### src/rtl/scoreboard_register_file_if.sv
`default_nettype none
// ============================================================================
//  Module      : scoreboard_register_file_if
//  Description : Decode/writeback-side bundle for the scoreboarded register
//                file. It carries the two read ports with their busy flags,
//                the reserve strobe, the writeback strobe and the ready flag.
//  Revision    : 1.0 - initial release
// ============================================================================
interface scoreboard_register_file_if #(
    parameter  int XLEN     = 32,
    parameter  int NUM_REGS = 32,
    localparam int AW       = $clog2(NUM_REGS)
);
    logic            ready;
    logic [AW-1:0]   read_addr1;
    logic [XLEN-1:0] read_data1;
    logic            read_busy1;
    logic [AW-1:0]   read_addr2;
    logic [XLEN-1:0] read_data2;
    logic            read_busy2;
    logic            reserve_en;
    logic [AW-1:0]   reserve_addr;
    logic            write_en;
    logic [AW-1:0]   write_addr;
    logic [XLEN-1:0] write_data;

    // Pipeline side: issues addresses and strobes, consumes data and busy.
    modport master (
        input  ready,
        output read_addr1, input read_data1, input read_busy1,
        output read_addr2, input read_data2, input read_busy2,
        output reserve_en, output reserve_addr,
        output write_en, output write_addr, output write_data
    );

    // Register file side.
    modport slave (
        output ready,
        input  read_addr1, output read_data1, output read_busy1,
        input  read_addr2, output read_data2, output read_busy2,
        input  reserve_en, input reserve_addr,
        input  write_en, input write_addr, input write_data
    );
endinterface
`default_nettype wire

### src/rtl/scoreboard_register_file.sv
`default_nettype none
// ============================================================================
//  Module      : scoreboard_register_file
//  Description : XLEN x NUM_REGS architectural register file with two
//                combinational read ports, one synchronous write port and a
//                busy bit per entry for hazard detection. After every reset
//                a sequential engine zeroes one entry per cycle; the file is
//                opaque (reads 0, strobes ignored) until ready rises.
//                Optional macro REGFILE_BYPASS_EN forwards the same-cycle
//                writeback value to the read ports.
//  Revision    : 1.0 - initial release
// ============================================================================
module scoreboard_register_file #(
    parameter  int XLEN     = 32,
    parameter  int NUM_REGS = 32,
    localparam int AW       = $clog2(NUM_REGS)
) (
    input  logic                        clk,
    input  logic                        reset,
    scoreboard_register_file_if.slave   bus
);

    typedef enum logic [0:0] {
        S_CLEAR = 1'b0,
        S_RUN   = 1'b1
    } state_t;

    localparam logic [AW-1:0] c_LAST_IDX = AW'(NUM_REGS - 1);

    state_t          r_state;
    state_t          w_state_nxt;
    logic [AW-1:0]   r_clr_idx;
    logic            r_ready;
    logic [XLEN-1:0] r_mem [NUM_REGS];
    logic [NUM_REGS-1:0] r_busy;

    logic            w_wr_ok;
    logic            w_rsv_ok;
    logic [XLEN:0]   w_rd1;
    logic [XLEN:0]   w_rd2;

    // Zero-extend before comparing so a power-of-two depth does not produce a
    // constant comparison on the narrow address.
    function automatic logic f_in_range(input logic [AW-1:0] a);
        return (32'(a) < 32'(NUM_REGS));
    endfunction

    // Address is a real, writable register (not x0, not past the end).
    function automatic logic f_valid_dst(input logic [AW-1:0] a);
        return (a != '0) && f_in_range(a);
    endfunction

    // Read port value packed as {busy, data}.
    function automatic logic [XLEN:0] f_read(input logic [AW-1:0] a);
        logic [XLEN:0] v;
        v = '0;
        if (r_ready && f_valid_dst(a)) begin
`ifdef REGFILE_BYPASS_EN
            if (w_wr_ok && (a == bus.write_addr))
                v = {w_rsv_ok && (bus.reserve_addr == a), bus.write_data};
            else
`endif
                v = {r_busy[a], r_mem[a]};
        end
        return v;
    endfunction

    // Strobes only take effect once the clear sweep has finished.
    always_comb begin
        w_wr_ok  = r_ready && bus.write_en   && f_valid_dst(bus.write_addr);
        w_rsv_ok = r_ready && bus.reserve_en && f_valid_dst(bus.reserve_addr);
    end

    // Next-state: sweep every index once, then stay in RUN until reset.
    always_comb begin
        w_state_nxt = r_state;
        case (r_state)
            S_CLEAR: if (r_clr_idx == c_LAST_IDX) w_state_nxt = S_RUN;
            S_RUN:   w_state_nxt = S_RUN;
            default: w_state_nxt = S_CLEAR;
        endcase
    end

    // State, clear index and ready flag; ready trails the RUN state by one
    // cycle so it rises NUM_REGS cycles after the first non-reset edge.
    always_ff @(posedge clk) begin
        if (reset) begin
            r_state   <= S_CLEAR;
            r_clr_idx <= '0;
            r_ready   <= 1'b0;
        end else begin
            r_state   <= w_state_nxt;
            r_clr_idx <= (r_state == S_CLEAR) ? r_clr_idx + 1'b1 : '0;
            r_ready   <= (r_state == S_RUN);
        end
    end

    // Data array: the clear engine owns it in CLEAR, writeback owns it after.
    always_ff @(posedge clk) begin
        if (!reset) begin
            if (r_state == S_CLEAR)
                r_mem[r_clr_idx] <= '0;
            else if (w_wr_ok)
                r_mem[bus.write_addr] <= bus.write_data;
        end
    end

    // Busy bits: writeback releases, reserve claims; reserve is applied last
    // so a same-cycle reserve of the written register leaves it busy.
    always_ff @(posedge clk) begin
        if (!reset) begin
            if (r_state == S_CLEAR) begin
                r_busy[r_clr_idx] <= 1'b0;
            end else begin
                if (w_wr_ok)
                    r_busy[bus.write_addr] <= 1'b0;
                if (w_rsv_ok)
                    r_busy[bus.reserve_addr] <= 1'b1;
            end
        end
    end

    // Combinational read ports.
    always_comb begin
        w_rd1 = f_read(bus.read_addr1);
        w_rd2 = f_read(bus.read_addr2);
    end

    assign bus.read_data1 = w_rd1[XLEN-1:0];
    assign bus.read_busy1 = w_rd1[XLEN];
    assign bus.read_data2 = w_rd2[XLEN-1:0];
    assign bus.read_busy2 = w_rd2[XLEN];
    assign bus.ready      = r_ready;

endmodule
`default_nettype wire

### src/flat_wrapper.sv
// flat-port wrapper written by rule: the top's interface ports become plain ports
module scoreboard_register_file_flat 
#(
    parameter  int XLEN     = 32,
    parameter  int NUM_REGS = 32,
    localparam int AW       = $clog2(NUM_REGS)
)
  (clk, reset, bus_ready, bus_read_addr1, bus_read_data1, bus_read_busy1, bus_read_addr2, bus_read_data2, bus_read_busy2, bus_reserve_en, bus_reserve_addr, bus_write_en, bus_write_addr, bus_write_data);
  scoreboard_register_file_if #(.XLEN(XLEN), .NUM_REGS(NUM_REGS)) bus_i ();
  input  logic clk;
  input  logic reset;
  output wire logic [$bits(bus_i.ready)-1:0] bus_ready;
  input wire logic [$bits(bus_i.read_addr1)-1:0] bus_read_addr1;
  output wire logic [$bits(bus_i.read_data1)-1:0] bus_read_data1;
  output wire logic [$bits(bus_i.read_busy1)-1:0] bus_read_busy1;
  input wire logic [$bits(bus_i.read_addr2)-1:0] bus_read_addr2;
  output wire logic [$bits(bus_i.read_data2)-1:0] bus_read_data2;
  output wire logic [$bits(bus_i.read_busy2)-1:0] bus_read_busy2;
  input wire logic [$bits(bus_i.reserve_en)-1:0] bus_reserve_en;
  input wire logic [$bits(bus_i.reserve_addr)-1:0] bus_reserve_addr;
  input wire logic [$bits(bus_i.write_en)-1:0] bus_write_en;
  input wire logic [$bits(bus_i.write_addr)-1:0] bus_write_addr;
  input wire logic [$bits(bus_i.write_data)-1:0] bus_write_data;
  assign bus_ready = bus_i.ready;
  assign bus_i.read_addr1 = bus_read_addr1;
  assign bus_read_data1 = bus_i.read_data1;
  assign bus_read_busy1 = bus_i.read_busy1;
  assign bus_i.read_addr2 = bus_read_addr2;
  assign bus_read_data2 = bus_i.read_data2;
  assign bus_read_busy2 = bus_i.read_busy2;
  assign bus_i.reserve_en = bus_reserve_en;
  assign bus_i.reserve_addr = bus_reserve_addr;
  assign bus_i.write_en = bus_write_en;
  assign bus_i.write_addr = bus_write_addr;
  assign bus_i.write_data = bus_write_data;
  scoreboard_register_file #(.XLEN(XLEN), .NUM_REGS(NUM_REGS)) u_core (.clk(clk), .reset(reset), .bus(bus_i));
endmodule
### config.mk
export PLATFORM = sky130hd
export DESIGN_NAME = scoreboard_register_file_flat
export DESIGN_NICKNAME = d
export VERILOG_FILES = /design/src/rtl/scoreboard_register_file_if.sv /design/src/rtl/scoreboard_register_file.sv /design/src/flat_wrapper.sv
export SDC_FILE = /design/constraint.sdc
export NUM_CORES = 1
export LEC_CHECK = 0
export CAP_MARGIN = 10
export CORE_MARGIN = 4
export CORE_UTILIZATION = 36
export CTS_CLUSTER_SIZE = 25
export DETAILED_ROUTE_END_ITERATION = 10
export PLACE_DENSITY = 0.51
export SLEW_MARGIN = 20
export SYNTH_ARGS = -nofsm -noshare
export SYNTH_HDL_FRONTEND = slang
export SYNTH_SLANG_ARGS = --single-unit
### constraint.sdc
create_clock -name clk -period 4.8 [get_ports clk]
set_input_delay 0.96 -clock clk [delete_from_list [all_inputs] [get_ports clk]]
set_output_delay 0.96 -clock clk [all_outputs]
set_load 0.05 [all_outputs]
# After elaboration in Yosys (flattened, before gate mapping)

Memory sizes are Yosys's and may differ from the RTL's.
Index checks and enable logic that the tools add are counted.
W data, S select, Z words.

Equal/unequal tests: 1
Reduce and logical (&&, ||, !) cells: 15
Add/sub/neg operators: 1
Order comparisons: 8
Bitwise operators: 6
Muxes and demuxes: 29

Operators by type and width:

| operator              | count |
|---|---|
| $mux W32              | 6 |
| $mux W33              | 2 |
| $and A32 B32 Y32      | 2 |
| $not A32 Y32          | 2 |
| $or A32 B32 Y32       | 1 |
| $reduce_or A32 Y1     | 1 |
| $lt A5 B6 Y1 const B  | 5 |
| $reduce_bool A5 Y1    | 4 |
| $demux W1 S5          | 3 |
| $ge A5 B1 Y1 const B  | 3 |
| $mux W1               | 14 |
| $bmux W1 S5           | 2 |
| $logic_and A1 B1 Y1   | 9 |
| $add A5 B1 Y5 const B | 1 |
| $eq A5 B5 Y1 const B  | 1 |
| $mux W5               | 1 |
| $pmux W1 S2           | 1 |
| $reduce_or A2 Y1      | 1 |
| $not A1 Y1            | 1 |

Memory bits (writable): 1024
Register bits: 39
Memories: 1

Memories:

| name         | depth | width | rd ports | clocked after memory_dff | wr ports | RTL line                       | RTL |
|---|---|---|---|---|---|---|---|
| u_core.r_mem | 32    | 32    | 2        | 0                        | 1        | scoreboard_register_file.sv:34 | `logic [XLEN-1:0] r_mem [NUM_REGS];` |

# Depth between registers and ports, before layout

Gate-level depths: netlist (run 1).

Word-level depth: 12
Gate-level depth with buffers: 8
Mapped depth without buffers: 5

# Worst setup path before layout (run 1)

OpenSTA, ideal clock, no wires.

Kind: input -> register
From: input port reset
To: memory u_core.r_mem[12][0] (enable)
Arrival: 4498 ps
Buffers on the path: 1
Stages on the path: 4
Library setup time: 461 ps
Slack: -159 ps
Path through: inv_1 o21ai_1 buf_2 nor3_1

Word-level cells in the longest chain between the ends: 4

Ends and longest elaborated chain:

| what                                                | RTL line                        | RTL |
|---|---|---|
| start: declaration                                  | flat_wrapper.sv:11              | `input logic reset;` |
| $mux W1                                             | scoreboard_register_file.sv:100 | `if (!reset) begin` |
| $mux W1 (implied by the code)                       | scoreboard_register_file.sv:104 | `r_mem[bus.write_addr] <= bus.write_data;` |
| $reduce_or A32 Y1 (no source line)                  | -                               |  |
| $mux W5 (no source line) or $mux W1 (tied branches) | -                               |  |
| end: declaration                                    | scoreboard_register_file.sv:34  |  |

Several ways; a longest one is shown, not always the timed one.

# Final worst setup path (run 1)

From: input port bus_read_addr2[4]
To: output port bus_read_data2[15]

Word-level cells in the longest chain between the ends: 3

Ends and longest elaborated chain:

| what                                                    | RTL line                       | RTL |
|---|---|---|
| start: declaration                                      | flat_wrapper.sv:16             | `input wire logic [$bits(bus_i.read_addr2)-1:0] bus_read_addr2;` |
| branches (longest 2 deep; another with $mem_v2 Z32 W32) | -                              |  |
| $mux W33 (*)                                            | scoreboard_register_file.sv:57 | `if (r_ready && f_valid_dst(a)) begin` |
| end: declaration                                        | flat_wrapper.sv:17             | `output wire logic [$bits(bus_i.read_data2)-1:0] bus_read_data2;` |

Mark *: on every way between the ends.

==> flow_summary.toml, run 1 <==
[power_and_ir_drop]
p_per_area_mw_per_mm2 = 333
total_leakage_power_nw = 17.6
fin_total_pwr_w = 0.0200
vdd_ir_drop_max_uv = 278

[placement]
hpwl_mm = 111
placed_area_mm2 = 0.0565
numPortBuffers = 122
globalplace.congestion = 0.865

[grt]
grt_max_degree = 67
gr-usage-met1_pct = 33.6
grt_pass1_vias = 32400
met3_usage_pct = 4.42
grt_usage_pct = 23.9
grtUsageMet2_pct = 37.7
antenna_found_initial = 2
top_usage_layer = "met2"
grt_pass1_wl_mm = 251
grt-ovfl-total = 0

[cells_and_area]
mostFrequentLayoutCells = "edfxtp_1 (1056), mux2i_1 (376), mux4_2 (360)"
mostFrequentLayoutCell = "edfxtp_1"
drive_gt1_share_pct = 30.8
design_area_mm2 = 0.0601
fin_nets = 3155
syn_to_final_growth_pct = 17.5

[floorplanning]
dieArea_mm2 = 0.148
die_h_um = 385
coreArea_mm2 = 0.141
ios = 123
initial_core_util_pct = 36.2
die_x_um = 385
fp-row-count = 138

[timing]
max_freq_mhz = 226
worst_pin_slew_ns = 1.10
setup_viol = 0
fin_skew_ns = 0.0510
hold_viol = 0
layout_min_cycle_time_ns = 4.42
maxSlewHeadroom_pct = 24.5
fin_crit_sh_pct = 92.1
grt_setup_unrepaired = "false"
maxSlewViolCount = 0

[clock_tree]
cts.htree.levels = 3
cts_buffers = 114
post_cts_resized = 0
cts_setup_buffers = 0
numClockSinks = 1063
cts-hold-fix-buffers = 0
cts_tree = "done"
cts.clk_slew.worst_paths_ns = 0.05
ctsLongestPathBuffers = 3
clock_latency_ns = 0.75
root_buffer = "clkbuf_16"

[worst_setup_path]
critPathLaunchType = "input pin"
r2r_slack_ns = 1.69
crit_type = "in -> out"
worst-endpoint-required_ns = 3.84
endpoint_kind = "output pin"
critical_path_arrival_ns = 3.46
path_max_fanout = 23

[route]
drt_iter0_drc = 3704
ant_nets = 0
wirelength_mm = 179
drtPass1Iterations = 6
wl_per_cell_um = 35.2
drc = 0
vias = 31700
routed_via_density = 6.23

[synth]
synth_top_family_by_area = "multiplexers"
ys_seq_area_share_pct = 62.3
synth-compound-area-share_pct = 5.64
ys_types = 61
synth_fa_ha_area_share_pct = 0.122
synth-main-ff-cell = "edfxtp_1"
ys_ff_latch = 1063
syn_nets = 2891
ys_top_cells_by_area = "edfxtp_1 (62%), mux4_2 (16%), mux2i_1 (7.4%)"
yosys_warnings = 0
syn_area_per_cell_um2 = 18.1
asyncSetResetFlopFracSynth_pct = 0
synth-simple-area-share_pct = 3.39
synth.cell_area_mm2 = 0.0511
synth-edff-count = 1056
synth_top_area_share_pct = 62.0
syn_inst = 2830
synth_top_area_cell = "edfxtp_1"
synth-xor-area-share_pct = 0.0343
synth.area.mux_share_pct = 25.9

[worst_hold_path]
hold_path_class = "reg -> reg"

[outcome]
status = "finished clean"

[flow_run]
cap_violations = 0
## worst paths after layout
check	from	to	cells after the start
worst max register to register	u_core.r_state$_SDFF_PP0_	u_core.r_mem[11][21]$_DFFE_PP_	7
worst max-delay path	bus_read_addr2[4]	bus_read_data2[15]	6
worst min-delay path	u_core.r_clr_idx[0]$_SDFF_PN0_	u_core.r_clr_idx[0]$_SDFF_PN0_	1
worst min register to register	u_core.r_clr_idx[0]$_SDFF_PN0_	u_core.r_clr_idx[0]$_SDFF_PN0_	1
## synthesized netlist by cell type (3+ instances only)
library cell  number
nand4_1           14
nand2_1          100
o31ai_1            3
mux2_2            54
nor2_1            19
edfxtp_1        1056
nor3_1            38
a211oi_1          33
o22a_1            23
ha_1               5
dfxtp_1            7
buf_1             10
a221oi_1          11
nand3b_1           8
a21oi_1           66
and2_1            36
nand2b_1           5
a221oi_2          22
o221ai_1         102
inv_1              9
buf_2             94
a2bb2oi_1         34
o21ai_0           30
nand3_1           70
o211ai_1           7
buf_6             24
mux4_1            29
or3b_2             3
nor2b_1           14
a22oi_1           24
mux2i_1          377
and3_1             3
or3_1              5
mux4_2           360
buf_4             31
or2_2              3
clkbuf_1          68
## per-layer routing
layer  share of wire (%)  vias up
li1                    -    12600
met1                  42    17000
met2                  47     1698
met3                 8.2      287
met4                 3.0        0
met5                   0        -
## worst max-delay path: stages
cell             delay (ns)
clkdlybuf4s50_1        0.51
or4b_2                 0.71
buf_4                  0.34
o22a_1                 0.30
o221ai_1               0.27
buf_4                  0.33
## logic make-up (layout without fill, tap and decap cells)
kind of cell	count (synthesis)	in the layout
other cells	0	1
simple gates	337	337
mux	821	821
xor+xnor	2	2
fa+ha+maj	5	5
flops	1063	1063
buf+inv	238	602
compound gates	364	364
## flip-flops by register name, summed over array words and instances (netlist names)
name              cells
u_core.bus.ready      1
u_core.r_busy        32
u_core.r_clr_idx      5
u_core.r_mem       1024
u_core.r_state        1
## report_power, final
group	switching, W	internal, W
clock network	0.00376	0.00476
logic	0.000751	0.000536
registers	0.0000538	0.0102
## metrics by stage
| stage | hold WS (ns) | worst slack, ns | setup TNS (ns) | util [%] | std cells |
|---|---|---|---|---|---|
| final | 0.596 | 0.381 | 0 | 42.5 | 5085 |
| after CTS | 0.596 | 0.351 | 0 | 42.5 | 5084 |
| after global placement | 0.575 | 0.338 | 0 | 40.0 | 4868 |
| after detailed placement | 0.588 | 0.348 | 0 | 40.0 | 4868 |
| after global routing | 0.670 | 0.323 | 0 | 42.5 | 5084 |
| after floorplan | 0.513 | -0.159 | -93.38 | - | 2830 |
## area by class of cell
cell class	instances	area [µm²]
diodes	1	2.50
clock inverters	83	651
well taps	1890	2360
repair buffers	376	4020
fillers	12500	81200
inverters	10	37.5
multi-input cells	1529	18200
clock buffers	133	2950
flip-flops and latches	1063	31900
Note: power is estimated with default switching activity, not from simulation.
==> inputs of run 2 (changes only) <==
CORE_MARGIN = 5   (was 4)
SETUP_SLACK_MARGIN = 0.15   (was not set)
SLEW_MARGIN = not set   (was 20)
==> run 2 against run 1 <==
  * Sequential power about the same
  * Critical path depth rose by 1
  * Register-to-register slack got worse by 0.39 ns
  * Clock power up 4.2%
  * Cell area fell by 0.14%
  * Largest cell class unchanged
  * Highest routed layer is now met5
==> flow_summary.toml, run 2 (synthesis gave the netlist of run 1 again) <==
[outcome]
status = "finished clean"

[route]
wirelength_mm = 183
vias = 31900
ant_nets = 0
drt_iter0_drc = 3757
wl_per_cell_um = 36.2
drc = 0
drtPass1Iterations = 6
routed_via_density = 6.31

[clock_tree]
cts_tree = "done"
numClockSinks = 1063
cts_buffers = 112
cts.htree.levels = 3
cts-hold-fix-buffers = 0
post_cts_resized = 0
ctsLongestPathBuffers = 3
cts.clk_slew.worst_paths_ns = 0.06
cts_setup_buffers = 0
root_buffer = "clkbuf_16"
clock_latency_ns = 0.75

[timing]
fin_crit_sh_pct = 94.7
maxSlewHeadroom_pct = 16.6
max_freq_mhz = 220
maxSlewViolCount = 0
hold_viol = 0
setup_viol = 0
setup_ws_ns = 0.253
grt_setup_unrepaired = "false"
layout_min_cycle_time_ns = 4.55
worst_pin_slew_ns = 1.25
fin_skew_ns = 0.0717
tns_ns = 0

[grt]
grt_max_degree = 69
grt_usage_pct = 23.8
grt-ovfl-total = 0
antenna_found_initial = 4
grt_pass1_wl_mm = 255
grt_pass1_vias = 32400

[worst_hold_path]
hold_path_class = "reg -> reg"
whs_path_depth = 1
worstHoldStart = "u_core.r_clr_idx[0]$_SDFF_PN0_"
holdPathEnd = "u_core.r_clr_idx[0]$_SDFF_PN0_"

[worst_setup_path]
worst_path_max_delay_cell = "dfxtp_1"
endpoint_kind = "output pin"
worst-endpoint-required_ns = 3.84
critical_path_arrival_ns = 3.59
crit_type = "reg -> out"
worstPathBufferInverterCount = 5
crit_chain = "buf_4, o21ai_4, buf_4, buf_4, a211oi_1, buf_4, buf_12"
r2r_start = "u_core.bus.ready$_SDFF_PP0_"
path_common_cell = "buf_4"
critPathMaxStageDelay_ns = 0.75
critPathTopFamily = "buffers and inverters"
critPathLaunchType = "flop"
rr_worst_depth = 6
r2r_slack_ns = 1.30
path_max_fanout = 20
reg2reg_to = "u_core.r_mem[27][30]$_DFFE_PP_"

[floorplanning]
initial_core_util_pct = 36.2
ios = 123
fp-row-count = 138
die_x_um = 387
dieArea_mm2 = 0.150
coreArea_mm2 = 0.141
die_h_um = 387

[power_and_ir_drop]
total_leakage_power_nw = 17.4
vdd_ir_drop_max_uv = 323
fin_total_pwr_w = 0.0204
p_per_area_mw_per_mm2 = 339

[cells_and_area]
mostFrequentLayoutCell = "edfxtp_1"
syn_to_final_growth_pct = 17.3
top_regs = "u_core.r_mem (1024), u_core.r_busy (32), u_core.r_clr_idx (5)"
fin_nets = 3122
top_register = "u_core.r_mem"
fillers = 12300
largest_reg_flops = 1024
mostFrequentLayoutCells = "edfxtp_1 (1056), mux2i_1 (377), mux4_2 (360)"
drive_gt1_share_pct = 30.4

[placement]
pre_cts_slack_ns = 0.285
numPortBuffers = 122
globalplace.congestion = 0.859
hpwl_mm = 111

[flow_run]
cap_violations = 0
## run 2: cell count changes in the layout (fill, tap and decap cells not counted), moves of 2 or more
| cell | previous run | this run |
|---|---|---|
| diode_2 | 1 | 4 |
| clkinv_2 | 26 | 18 |
| clkinv_1 | 36 | 23 |
| clkinv_8 | 5 | 2 |
| clkinvlp_4 | 5 | 12 |
| inv_6 | 1 | 4 |
| clkbuf_1 | 18 | 16 |
| buf_4 | 238 | 208 |
| clkinv_4 | 2 | 5 |
| bufinv_16 | 7 | 14 |
| inv_16 | 0 | 2 |
| clkbuf_16 | 115 | 113 |
## run 2: routing by layer
layer / wire length, µm / GRT usage (%)
met2: 84000 / 36.9
met1: 75200 / 33.6
met5: 13 / 0
met3: 16600 / 4.68
met4: 7080 / 8.60
## run 2: report_power, final
part	switching, W	internal, W	leakage, nW
Combinational	0.000761	0.000511	7.71
Clock	0.00379	0.00509	1.80
Sequential	0.0000525	0.0101	7.92
Total	0.00460	0.0158	17.4
## run 2: cell type report
| type | count | area [µm²] | share of cell area, % |
|---|---|---|---|
| well taps | 1890 | 2360 | 3.94 |
| inverters | 10 | 37.5 | 0.0626 |
| diodes | 4 | 10.0 | 0.0167 |
| multi-input cells | 1529 | 18200 | 30.3 |
| clock inverters | 81 | 868 | 1.45 |
| repair buffers | 345 | 3780 | 6.30 |
| flip-flops and latches | 1063 | 31900 | 53.1 |
| clock buffers | 129 | 2890 | 4.81 |
## run 2: worst reg2reg max path, stage by stage, from the launching register on
cell and delay (ns):
dfxtp_1 0.75, nand2_1 0.35, a2111oi_4 0.58, buf_4 0.28, mux2_4 0.40, nor3_2 0.22, buf_4 0.52
## run 2: how the worst max path moves through the flow
stage	start	end	slack, ns	cells after the start
3_5_place_dp	bus_read_addr2[4]	bus_read_data2[11]	0.29	6
4_1_cts	u_core.bus.ready$_SDFF_PP0_	bus_read_data1[4]	0.20	7
2_1_floorplan	reset	u_core.r_mem[12][0]$_DFFE_PP_	-0.16	4
6_report	u_core.bus.ready$_SDFF_PP0_	bus_read_data1[4]	0.25	7
3_3_place_gp	bus_read_addr2[4]	bus_read_data2[16]	0.32	5
5_1_grt	bus_read_addr2[4]	bus_read_data2[11]	0.19	6
## run 2: per-stage QoR
step	instance area (µm²)	utilization, %	hold WS (ns)	cells
after floorplan	51100	-	0.513	2830
after global placement	56200	39.7	0.567	4835
after CTS	60000	42.4	0.613	5047
after detailed placement	56200	39.8	0.601	4837
after global routing	60000	42.4	0.630	5047
final	60000	42.4	0.605	5051
